--- config.mk ---
export PLATFORM = sky130hd
export DESIGN_NAME = link_receiver_flat
export DESIGN_NICKNAME = d
export VERILOG_FILES = /design/src/rtl/link_receiver_if.sv /design/src/rtl/link_receiver.sv /design/src/flat_wrapper.sv
export SDC_FILE = /design/constraint.sdc
export NUM_CORES = 1
export LEC_CHECK = 0
export CAP_MARGIN = 20
export CELL_PAD_IN_SITES_DETAIL_PLACEMENT = 0
export CELL_PAD_IN_SITES_GLOBAL_PLACEMENT = 1
export CORE_ASPECT_RATIO = 1.1
export CORE_MARGIN = 5
export CORE_UTILIZATION = 39
export CTS_CLUSTER_DIAMETER = 200
export CTS_CLUSTER_SIZE = 30
export DETAILED_ROUTE_END_ITERATION = 10
export HOLD_SLACK_MARGIN = 0.06
export PLACE_DENSITY_LB_ADDON = 0.25
export SLEW_MARGIN = 25
export SYNTH_ARGS = -nofsm -noshare
export SYNTH_HDL_FRONTEND = slang
export SYNTH_SLANG_ARGS = --single-unit
--- constraint.sdc ---
create_clock -name clk -period 1.1 [get_ports clk]
set_clock_uncertainty 0.15 [all_clocks]
set_input_delay 0.22 -clock clk [delete_from_list [all_inputs] [get_ports clk]]
set_output_delay 0.22 -clock clk [all_outputs]
set_load 0.005 [all_outputs]
--- src/rtl/link_receiver_if.sv ---
// Signal bundle between a dual-rail link sender/consumer pair and link_receiver.
interface link_receiver_if #(
  parameter int WIDTH      = 1,
  parameter int FIFO_DEPTH = 4
);
  localparam int LW = $clog2(FIFO_DEPTH) + 1;

  logic [WIDTH-1:0][1:0] in;
  logic                  ack_o;
  logic [WIDTH-1:0]      data_o;
  logic                  valid_o;
  logic                  ready_i;
  logic [LW-1:0]         level_o;
  logic                  err_o;

  modport master (output in, ready_i, input ack_o, data_o, valid_o, level_o, err_o);
  modport slave  (input in, ready_i, output ack_o, data_o, valid_o, level_o, err_o);
endinterface

--- src/rtl/link_receiver.sv ---
// Dual-rail asynchronous link receiver (two-phase or four-phase RTZ) feeding a
// small word FIFO toward a synchronous consumer.
//
// state     | meaning
// WAIT_DATA | waiting for a complete word (TP: the only running state)
// WAIT_NULL | FP only: word acknowledged, waiting for all rails to return to 0
// ERROR     | protocol violation seen; ack/ref/state frozen until reset
module link_receiver #(
  parameter     ENC         = "TP",
  parameter int WIDTH       = 1,
  parameter int SYNC_STAGES = 2,
  parameter int FIFO_DEPTH  = 4
) (
  input logic            clk,
  input logic            rst,
  link_receiver_if.slave lnk
);
  localparam bit FP_MODE = (ENC == "FP");
  localparam int AW      = $clog2(FIFO_DEPTH);
  localparam int LW      = AW + 1;

  typedef enum logic [1:0] {
    WAIT_DATA = 2'd0,
    WAIT_NULL = 2'd1,
    ERROR     = 2'd2
  } state_t;

  logic [1:0] rst_pipe_q;
  logic       rst_int_b;

  logic [SYNC_STAGES-1:0][WIDTH-1:0][1:0] sync_q;
  logic [WIDTH-1:0][1:0] s;
  logic [WIDTH-1:0][1:0] ref_q, ref_d;

  logic [WIDTH-1:0] bit_done, bit_bad, word_val;
  logic             word_done, word_bad, all_null;

  state_t state_q, state_d;
  logic   ack_q, ack_d;
  logic   push, pop, full;

  logic [WIDTH-1:0] mem_q [FIFO_DEPTH];
  logic [AW-1:0]    wr_ptr_q, rd_ptr_q;
  logic [LW-1:0]    level_q, level_d;

  // Assert immediately, release two edges after rst rises.
  always_ff @(posedge clk or negedge rst) begin
    if (!rst) rst_pipe_q <= '0;
    else      rst_pipe_q <= {rst_pipe_q[0], 1'b1};
  end

  assign rst_int_b = rst_pipe_q[1];

  always_ff @(posedge clk or negedge rst_int_b) begin
    if (!rst_int_b) sync_q <= '0;
    else            sync_q <= {sync_q[SYNC_STAGES-2:0], lnk.in};
  end

  assign s = sync_q[SYNC_STAGES-1];

  // TP compares against the last acknowledged rails; FP reads the rails directly.
  always_comb begin
    bit_done = '0;
    bit_bad  = '0;
    word_val = '0;
    for (int i = 0; i < WIDTH; i++) begin
      if (FP_MODE) begin
        bit_done[i] = s[i][1] ^ s[i][0];
        bit_bad[i]  = s[i][1] & s[i][0];
        word_val[i] = s[i][1];
      end else begin
        bit_done[i] = (s[i][1] ^ ref_q[i][1]) ^ (s[i][0] ^ ref_q[i][0]);
        bit_bad[i]  = (s[i][1] ^ ref_q[i][1]) & (s[i][0] ^ ref_q[i][0]);
        word_val[i] = s[i][1] ^ ref_q[i][1];
      end
    end
  end

  assign word_done = &bit_done;
  assign word_bad  = |bit_bad;
  assign all_null  = (s == '0);

  always_ff @(posedge clk or negedge rst_int_b) begin
    if (!rst_int_b) begin
      state_q <= WAIT_DATA;
      ack_q   <= 1'b0;
      ref_q   <= '0;
    end else begin
      state_q <= state_d;
      ack_q   <= ack_d;
      ref_q   <= ref_d;
    end
  end

  always_comb begin
    state_d = state_q;
    ack_d   = ack_q;
    ref_d   = ref_q;
    push    = 1'b0;
    case (state_q)
      WAIT_DATA: begin
        if (word_bad) begin
          state_d = ERROR;
        end else if (word_done && !full) begin
          push  = 1'b1;
          ref_d = s;
          if (FP_MODE) begin
            ack_d   = 1'b1;
            state_d = WAIT_NULL;
          end else begin
            ack_d = ~ack_q;
          end
        end
      end
      WAIT_NULL: begin
        if (word_bad) begin
          state_d = ERROR;
        end else if (all_null) begin
          ack_d   = 1'b0;
          state_d = WAIT_DATA;
        end
      end
      ERROR:   state_d = ERROR;
      default: state_d = ERROR;
    endcase
  end

  // Full is judged on the registered level, so a pop while full delays the push one edge.
  assign full = (level_q == LW'(FIFO_DEPTH));
  assign pop  = (level_q != '0) && lnk.ready_i;

  always_comb begin
    level_d = level_q;
    if (push && !pop)      level_d = level_q + LW'(1);
    else if (!push && pop) level_d = level_q - LW'(1);
  end

  always_ff @(posedge clk) begin
    if (push) mem_q[wr_ptr_q] <= word_val;
  end

  always_ff @(posedge clk or negedge rst_int_b) begin
    if (!rst_int_b) begin
      wr_ptr_q <= '0;
      rd_ptr_q <= '0;
      level_q  <= '0;
    end else begin
      if (push) wr_ptr_q <= wr_ptr_q + AW'(1);
      if (pop)  rd_ptr_q <= rd_ptr_q + AW'(1);
      level_q <= level_d;
    end
  end

  assign lnk.ack_o   = ack_q;
  assign lnk.data_o  = mem_q[rd_ptr_q];
  assign lnk.valid_o = (level_q != '0);
  assign lnk.level_o = level_q;
  assign lnk.err_o   = (state_q == ERROR);
endmodule

--- src/flat_wrapper.sv ---
// flat-port wrapper written by rule: the top's interface ports become plain ports
module link_receiver_flat 
#(
  parameter     ENC         = "  ",
  parameter int WIDTH       = 1,
  parameter int SYNC_STAGES = 2,
  parameter int FIFO_DEPTH  = 4
)
  (clk, rst, lnk_in, lnk_ready_i, lnk_ack_o, lnk_data_o, lnk_valid_o, lnk_level_o, lnk_err_o);
  link_receiver_if #(.WIDTH(WIDTH), .FIFO_DEPTH(FIFO_DEPTH)) lnk_i ();
  input logic clk;
  input logic rst;
  input wire logic [$bits(lnk_i.in)-1:0] lnk_in;
  input wire logic [$bits(lnk_i.ready_i)-1:0] lnk_ready_i;
  output wire logic [$bits(lnk_i.ack_o)-1:0] lnk_ack_o;
  output wire logic [$bits(lnk_i.data_o)-1:0] lnk_data_o;
  output wire logic [$bits(lnk_i.valid_o)-1:0] lnk_valid_o;
  output wire logic [$bits(lnk_i.level_o)-1:0] lnk_level_o;
  output wire logic [$bits(lnk_i.err_o)-1:0] lnk_err_o;
  assign lnk_i.in = lnk_in;
  assign lnk_i.ready_i = lnk_ready_i;
  assign lnk_ack_o = lnk_i.ack_o;
  assign lnk_data_o = lnk_i.data_o;
  assign lnk_valid_o = lnk_i.valid_o;
  assign lnk_level_o = lnk_i.level_o;
  assign lnk_err_o = lnk_i.err_o;
  link_receiver #(.ENC(ENC), .WIDTH(WIDTH), .SYNC_STAGES(SYNC_STAGES), .FIFO_DEPTH(FIFO_DEPTH)) u_core (.clk(clk), .rst(rst), .lnk(lnk_i));
endmodule
==> flow_metrics.tcl <==
set metrics [dict create \
    outcome "finished with violations" \
    violations "negative setup slack" \
    die_area_mm2 0.00333 \
    rows 18 \
    cp_common_cell "xor2_1" \
    cp_slowest_cell "dfrtp_1" \
    max_stage_delay_ps 430 \
    portBuffers 11 \
    design_area_mm2 0.00138 \
    synth_area_um2 887 \
    via_per_inst 4.24 \
    ys_warn_count 0 \
    synth_cell_type_count 17 \
    ys_ff_latch 21 \
    numCtsBuffers 3 \
    drive_gt1_share_pct 58.8 \
    die_h_um 60.0 \
    cp-startpoint "u_core.s[1]" \
    dp_slack_ps -1290 \
    grt_max_degree 16 \
    r2r_setup_slack_ps -1320 \
    cts.sinks 21 \
    postPlaceCellArea_mm2 0.00116 \
    clockBufferDepth 2 \
    rsz0062_at_grt "yes" \
    syn_area_per_cell_um2 15.3 \
    layout.nets 110 \
    dp_cells 112 \
    drv_cap 0 \
    synth_seq_area_share_pct 61.5 \
    final_cells 127 \
    cp_num_cells 10 \
    path_delay_family "adder cells" \
    initial_core_util_pct 40.2 \
    clock_latency_ps 300 \
    period_needed_ps 2420 \
    place_congestion 0.713 \
    worstSetupPathType "reg -> reg" \
    antenna_found_initial 0 \
    setup_viol 26 \
    max_clock_freq_mhz 413 \
    fill_cells 192 \
    hold_path.class "in -> reg" \
    first_iter_violations 1 \
    grt_pass1_wl_um 2730 \
    cts_tree "built" \
    htree_num_levels 1 \
    design.core.area_mm2 0.00221 \
    hp-start "lnk_in[0]" \
    fp.dieW_um 55.5 \
    worstPathArrival_ps 2500 \
    path_max_fanout 2 \
    fin_crit_sh_pct 220 \
    rr_worst_depth 10 \
    insertedDiodeCount 0 \
    critical_path.cell_chain "xor2_2 -> ha_2 -> or2_4 -> a211oi_4 -> ha_4 -> inv_2 -> fa_2 -> xor2_1 -> nor2_1 -> xor2_1" \
    hold_violations 0 \
    start_kind "register" \
    ir_worst_vdd_mv 1.58 \
    grt_pass1_vias 632 \
    syn2layout_area_growth_pct 55.7 \
    endpoint "u_core.lnk.level_o[2]" \
    required_ps 1180 \
    ant_nets 0 \
    cts_root_buf "clkbuf_4" \
    dp_hpwl_um 1030 \
    p_leak_nw 0.628 \
    synth_nets 70 \
    post_drt_wl_per_cell_um 12.8 \
    cp-end-kind "register" \
    drc 0 \
    slew_viol_final 0 \
    finalWorstSetupSlack_ps -1320 \
    grt_use_total_pct 10.7 \
    vias 538 \
    synth_cells 58 \
    cellPowerDensity_mw_per_mm2 2250 \
    r2r-end "u_core.lnk.level_o[2]" \
    cts.clk_slew.worst_paths_ps 110 \
    r2r-start "u_core.s[1]" \
    finalWirelength_um 1630 \
    grt-ovfl-total 0 \
    io_pins 12 \
    path_buf_inv 1 \
    firstDrtPassIters 4 \
]
-- synthesized netlist by cell type --
master | count | share of area (%)
nor2_1 | 2 | 0.85
ha_1 | 6 | 8.5
fa_1 | 1 | 2.3
and2_2 | 4 | 3.4
mux4_2 | 1 | 2.5
nand2_1 | 1 | 0.42
or3_1 | 1 | 0.71
mux2_2 | 4 | 5.1
xor2_1 | 5 | 4.9
dfrtp_1 | 17 | 48
nand3_1 | 1 | 0.56
inv_1 | 4 | 1.7
xnor2_1 | 4 | 3.9
a211oi_4 | 1 | 2.3
edfxtp_1 | 4 | 14
or2_4 | 1 | 0.99
conb_1 | 1 | 0.42
-- final cells by class --
type | instances | area [um^2] | area share [%]
flip-flops and latches | 21 | 546 | 39.5
multi-input cells | 33 | 423 | 30.6
repair buffers | 35 | 333 | 24.1
well taps | 30 | 37.5 | 2.72
clock buffers | 3 | 22.5 | 1.63
inverters | 4 | 15.0 | 1.09
clock inverters | 1 | 5.00 | 0.362
-- metal layers --
layer	GRT usage, %	vias up	part of all wire [%]
met5	0	-	0
met4	3.13	0	0
met3	3.24	0	3.8
met2	20.1	9	58
met1	11.9	266	38
li1	-	263	-
-- worst min-delay path by stage --
stage                                        to  slack (ps)  cells past startpoint
after global routing           u_core.sync_q[1]         180                      1
after CTS                      u_core.sync_q[0]         180                      1
after global placement    u_core.lnk.level_o[2]          30                      1
final                          u_core.sync_q[0]         190                      1
after floorplan            u_core.rst_pipe_q[0]        -230                      0
after detailed placement        u_core.ref_q[0]          30                      1
-- placed cells by master, fill, tap and decap left out, drive strengths merged --
cell	n
and2	4
conb	1
or2	1
nand3	1
dlygate4sd3	2
xnor2	4
buf	29
clkinv	1
a211oi	1
fa	1
dfrtp	17
nand2	1
ha	6
inv	4
mux4	1
or3	1
nor2	2
clkbuf	3
edfxtp	4
xor2	5
clkdlybuf4s50	4
mux2	4
-- worst reg2reg max path, stage by stage (launching register included) --
cell	delay [ps]
dfrtp_1	430
xor2_2	190
ha_2	180
or2_4	240
a211oi_4	220
ha_4	180
inv_2	30
fa_2	320
xor2_1	150
nor2_1	120
xor2_1	150
-- through the flow --
stage          power [mW]  setup TNS (ps)  hold slack (ps)  utilization (%)
2_1_floorplan        1.76          -12320             -226                -
3_3_place_gp         2.33          -13830             26.2             52.6
3_5_place_dp         2.38          -14360             29.5             52.6
4_1_cts              3.14          -15840              185             62.6
5_1_grt              3.33          -16780              177             62.6
6_report             3.11          -15500              194             62.6
-- what timing repair did --
action / in CTS / in global routing
pin swaps: 8 / 2
cloned: 1 / 0
endpoints found under the setup margin: 26 / 41
resized for setup: 60 / 5
setup buffers: 11 / 2
endpoints found under the hold margin: 17 / 0
hold buffers: 2 / 0
-- registers in the layout (all words and copies together), names as in the netlist, 2 cells and up --
| name | count |
|---|---|
| u_core.mem_q | 4 |
| u_core.lnk.level_o | 3 |
| u_core.ref_q | 2 |
| u_core.rd_ptr_q | 2 |
| u_core.wr_ptr_q | 2 |
| u_core.s | 2 |
| u_core.sync_q | 2 |
| u_core.rst_pipe_q | 2 |
-- report_power, final --
part	total (mW)	switching, mW	leakage [nW]	internal (mW)
clock network	0.361	0.226	0.0177	0.135
registers	1.18	0.162	0.233	1.02
logic	1.56	0.609	0.377	0.955
-- logic make-up (layout without fill, tap and decap cells) --
kind of cell | count (synthesis) | in the layout | synth area share [%]
DFF | 21 | 21 | 61.5
muxes | 5 | 5 | 7.62
AOI/OAI and AO/OA | 1 | 1 | 2.26
buffers and inverters | 4 | 43 | 1.69
adders and majority gates | 7 | 7 | 10.7
other | 1 | 1 | 0.423
xor gates and xnor gates | 9 | 9 | 8.89
and+or+nand+nor | 10 | 10 | 6.91
(Power assumes the default switching activity.)
